[config.mk]
export PLATFORM = sky130hd
export DESIGN_NAME = board_io_conditioner
export DESIGN_NICKNAME = d
export VERILOG_FILES = /design/src/rtl/board_io_conditioner.sv
export SDC_FILE = /design/constraint.sdc
export NUM_CORES = 1
export LEC_CHECK = 0
export ABC_AREA = 1
export CAP_MARGIN = 20
export CORE_UTILIZATION = 60
export DETAILED_ROUTE_END_ITERATION = 8
export HOLD_SLACK_MARGIN = 0.15
export MAX_ROUTING_LAYER = met4
export PLACE_DENSITY = 0.89
export SLEW_MARGIN = 30
export SYNTH_ARGS = -nofsm -noshare
export SYNTH_HDL_FRONTEND = slang
export SYNTH_SLANG_ARGS = --single-unit
[constraint.sdc]
create_clock -name ref_clk -period 2.3 [get_ports ref_clk]
set_clock_uncertainty 0.15 [all_clocks]
set_input_delay 0.575 -clock ref_clk [delete_from_list [all_inputs] [get_ports ref_clk]]
set_output_delay 0.575 -clock ref_clk [all_outputs]
set_load 0.05 [all_outputs]
[src/rtl/board_io_conditioner.sv]
// Board input conditioner: per-channel synchroniser, debouncer and edge events,
// plus the counted SoC reset release sequencer.
module board_io_conditioner #(
    parameter int                NUM_CH          = 4,
    parameter int                SYNC_STAGES     = 2,
    parameter int                DEBOUNCE_CYCLES = 20000,
    parameter int                RST_HOLD_CYCLES = 16,
    parameter logic [NUM_CH-1:0] CH_INVERT       = '0
) (
    input  logic              ref_clk,
    input  logic              pad_reset,
    input  logic [NUM_CH-1:0] raw_i,
    input  logic              db_enable_i,
    output logic [NUM_CH-1:0] level_o,
    output logic [NUM_CH-1:0] rise_o,
    output logic [NUM_CH-1:0] fall_o,
    output logic              soc_rst_n_o
);

    localparam int CW = $clog2(DEBOUNCE_CYCLES + 1);
    localparam int HW = $clog2(RST_HOLD_CYCLES + 1);

    localparam logic [CW-1:0] CNT_LAST  = CW'(DEBOUNCE_CYCLES - 1);
    localparam logic [HW-1:0] HOLD_LAST = HW'(RST_HOLD_CYCLES);

    typedef enum logic [1:0] {
        ST_ASSERT,
        ST_HOLD,
        ST_RUN
    } rst_state_t;

    rst_state_t  state_q;
    rst_state_t  state_d;
    logic [HW-1:0] hcnt_q;
    logic [HW-1:0] hcnt_d;
    logic          run_d;

    logic [NUM_CH-1:0] sync_q [SYNC_STAGES];
    logic [NUM_CH-1:0] sync;
    logic [CW-1:0]     cnt_q  [NUM_CH];
    logic [CW-1:0]     cnt_d  [NUM_CH];
    logic [NUM_CH-1:0] level_d;

    // Reset sequencer
    always_ff @(posedge ref_clk) begin
        if (pad_reset) begin
            state_q <= ST_ASSERT;
            hcnt_q  <= '0;
        end else begin
            state_q <= state_d;
            hcnt_q  <= hcnt_d;
        end
    end

    always_comb begin
        state_d = state_q;
        hcnt_d  = hcnt_q;
        unique case (state_q)
            ST_ASSERT: begin
                hcnt_d  = HW'(1);
                state_d = (hcnt_d == HOLD_LAST) ? ST_RUN : ST_HOLD;
            end
            ST_HOLD: begin
                hcnt_d  = hcnt_q + HW'(1);
                state_d = (hcnt_d == HOLD_LAST) ? ST_RUN : ST_HOLD;
            end
            ST_RUN: begin
                state_d = ST_RUN;
            end
            default: begin
                state_d = ST_ASSERT;
                hcnt_d  = '0;
            end
        endcase
    end

    assign run_d       = (state_d == ST_RUN);
    assign soc_rst_n_o = (state_q == ST_RUN);

    // Synchroniser chain
    always_ff @(posedge ref_clk) begin
        if (pad_reset) begin
            for (int k = 0; k < SYNC_STAGES; k++) begin
                sync_q[k] <= '0;
            end
        end else begin
            sync_q[0] <= raw_i ^ CH_INVERT;
            for (int k = 1; k < SYNC_STAGES; k++) begin
                sync_q[k] <= sync_q[k-1];
            end
        end
    end

    assign sync = sync_q[SYNC_STAGES-1];

    // Bypass mode holds every counter at zero, so a mode switch always starts clean.
    always_comb begin
        level_d = level_o;
        for (int c = 0; c < NUM_CH; c++) begin
            cnt_d[c] = '0;
            if (!db_enable_i) begin
                level_d[c] = sync[c];
            end else if (sync[c] != level_o[c]) begin
                if (cnt_q[c] == CNT_LAST) begin
                    level_d[c] = ~level_o[c];
                end else begin
                    cnt_d[c] = cnt_q[c] + CW'(1);
                end
            end
        end
    end

    always_ff @(posedge ref_clk) begin
        if (pad_reset) begin
            level_o <= '0;
            rise_o  <= '0;
            fall_o  <= '0;
            for (int c = 0; c < NUM_CH; c++) begin
                cnt_q[c] <= '0;
            end
        end else begin
            level_o <= level_d;
            rise_o  <= level_d & ~level_o & {NUM_CH{run_d}};
            fall_o  <= ~level_d & level_o & {NUM_CH{run_d}};
            for (int c = 0; c < NUM_CH; c++) begin
                cnt_q[c] <= cnt_d[c];
            end
        end
    end

endmodule

==> results.toml <==
[layout]
antenna_cells = 0
final_common_cell = "nand2_1"
utilization_pct = 70.5
final_cell_mix = "108 x nand2_1, 87 x dfxtp_1, 84 x nor2_1"
area_growth_pct = 11.7
drive_gt1_share_pct = 12.5
finalNonFillerCells = 659
fillers = 506
nNetsFinal = 591

[timing]
setup_slack_ns = 0.0784
fin_crit_sh_pct = 96.6
slew-limit-headroom_pct = 66.7
setup_tns_ns = 0
worst_slew_pin_slew_ns = 0.498
hold_viol = 0
rsz0062_at_grt = "no"
period_needed_ns = 2.22
timing.fmax_mhz = 450
finalSetupViolations = 0
drv_slew = 0

[yosys]
synth.area.top_cells = "dfxtp_1 43%, nand2_1 9.9%, nor2_1 7.7%"
ys_seq_elements = 87
synth_area_per_cell_um2 = 7.44
yosysTopAreaCell = "dfxtp_1"
netlist_area_um2 = 4080
synth_top_area_share_pct = 42.7
synthesis.nets = 561
yosysWarnings = 0
synth_cell_types = 34
ys_seq_area_share_pct = 42.7
synthCells = 548

[worst_setup_path]
r2r-end = "cnt_q[0][2]$_SDFF_PP0_"
cp.depth = 1
rr_worst_depth = 6
crit_path_max_incr_delay_ns = 0.80
critPathBufInv = 1
crit_path_cell_trace = "clkdlybuf4s50_1"
slowest_stage = "clkdlybuf4s50_1"
r2r_slack_ns = 0.59
crit_path_end_kind = "primary output"
crit_path_max_fanout = 1
cp.arrival_ns = 1.50
startpoint = "rise_o[3]$_SDFF_PP0_"
r2r-start = "cnt_q[0][0]$_SDFF_PP0_"
crit_type = "register to primary output"
endpoint = "rise_o[3]"
worstPathRequired_ns = 1.57
path_delay_family = "buffers and inverters"
cp-start-kind = "register"

[placement]
hpwlAfterDp_mm = 5.66
dp.cells = 644
dp_slack_ns = 0.163
gp_congestion = 0.898
numPortBuffers = 19

[pwr]
p_leak_nw = 1.68
p_switching_uw = 610
power_frac_comb_pct = 3.9
finalPower_mw = 2.80
pwr-share-clk_pct = 41.3
power_density_nw_per_um2 = 615
p_sw_share_pct = 21.8
p_int_mw = 2.19
pwr-share-seq_pct = 54.8
ir_worst_vdd_mv = 0.406

[status]
violations = "DRC"
outcome = "finished, violations left"

[cts]
htreeDepth = 3
path_clk_slew_ns = 0.08
clkLatencyLatePin_ns = 0.37
clockBufferDepth = 2
cts_tree = "built"
cts_buffers = 9
cts_num_sinks = 87
root_buffer = "clkbuf_8"
post_cts_buffers = 0
hold_buffers = 0

[global_routing]
grt_pass1_vias = 3210
grt_pass1_wl_mm = 13.4
grt_start_max_net_pins = 16
overflow = 0
gr-usage-all-layers_pct = 24.0
antenna_found_initial = 0

[routing]
dr.pass1.iters = 6
drtAntennaViolNets = 0
vias = 3433
drc = 1
dr.first_iter.drc_count = 157
wl_per_cell_um = 11.9
vias_per_cell = 5.21
routed_wl_mm = 7.82

[die]
die_w_um = 84.5
io_pins = 20
placementRows = 29
fp.coreArea_um2 = 6460
start_util_pct = 63.2
chipHeight_um = 84.5
dieArea_um2 = 7130

[hold_path]
min_path_type = "register to register"

[job]
maxCapViolCount = 0
[what timing repair did]
item	CTS	global route
resized for setup	2	0
hold endpoints to repair	0	0
endpoints found under the setup margin	2	0
[per-layer routing]
| layer | vias to the layer above | share of wire, % | routed length, um | GRT usage (%) |
|---|---|---|---|---|
| li1 | 1791 | - | - | - |
| met3 | 19 | 3.9 | 303 | 4.03 |
| met5 | - | 0 | 0 | - |
| met4 | 0 | 2.4 | 185 | 11.2 |
| met2 | 72 | 49 | 3800 | 40.8 |
| met1 | 1551 | 45 | 3520 | 27.6 |
[sequential cells by signal (all words and copies together) (netlist names)]
name     cells
cnt_q       60
fall_o       4
hcnt_q       5
level_o      4
rise_o       4
state_q      2
sync_q       8
[worst min-delay path by stage]
stage	from	to	slack, ns	cells after the start
6_report	sync_q[0][0]$_SDFF_PP0_	sync_q[0][4]$_SDFF_PP0_	0.26	2
5_1_grt	sync_q[0][3]$_SDFF_PP0_	sync_q[0][7]$_SDFF_PP0_	0.28	2
4_1_cts	sync_q[0][3]$_SDFF_PP0_	sync_q[0][7]$_SDFF_PP0_	0.26	2
3_5_place_dp	sync_q[0][2]$_SDFF_PP0_	sync_q[0][6]$_SDFF_PP0_	0.25	2
3_3_place_gp	sync_q[0][2]$_SDFF_PP0_	sync_q[0][6]$_SDFF_PP0_	0.24	2
2_1_floorplan	sync_q[0][0]$_SDFF_PP0_	sync_q[0][4]$_SDFF_PP0_	0.24	2
[per-stage QoR]
| step | hold WS [ns] | area, um2 |
|---|---|---|
| after floorplan | 0.238 | 4080 |
| final | 0.261 | 4560 |
| after detailed placement | 0.251 | 4350 |
| after global routing | 0.277 | 4560 |
| after global placement | 0.245 | 4350 |
| after CTS | 0.264 | 4560 |
[power by group through the flow]
stage,Clock [mW],Sequential (mW),Combinational (mW)
2_1_floorplan,0,1.58,0.0631
3_3_place_gp,0,1.57,0.106
3_5_place_dp,0,1.57,0.110
4_1_cts,1.16,1.54,0.110
5_1_grt,1.22,1.54,0.120
6_report,1.16,1.54,0.109
[kinds of logic (layout without fill, tap and decap cells)]
family / Yosys count / after routing / share of synthesized area, %
flops: 87 / 87 / 42.7
compound gates: 43 / 43 / 6.56
xor+xnor: 20 / 20 / 4.29
buf+inv: 86 / 120 / 8.80
simple gates: 306 / 306 / 35.8
fa+ha+maj: 6 / 6 / 1.84
[area by class of cell]
type	instances	area, um2	share of cell area (%)
Multi-Input combinational cell	375	1980	43.4
Timing Repair Buffer	25	225	4.94
Inverter	80	303	6.65
Clock buffer	11	141	3.10
Clock inverter	4	70.1	1.54
Tap cell	77	96.3	2.11
Sequential cell	87	1740	38.2
[Yosys cell counts (all sizes together)]
cell / count
o21a: 1
nor3b: 1
ha: 6
a21oi: 35
nand3: 43
nand3b: 1
nor3: 19
nor2: 99
o21ai: 6
inv: 80
nand4: 20
nand2: 116
clkbuf: 1
dfxtp: 87
buf: 5
a31oi: 1
xor2: 17
or2: 7
xnor2: 3
(Power assumes the default switching activity.)
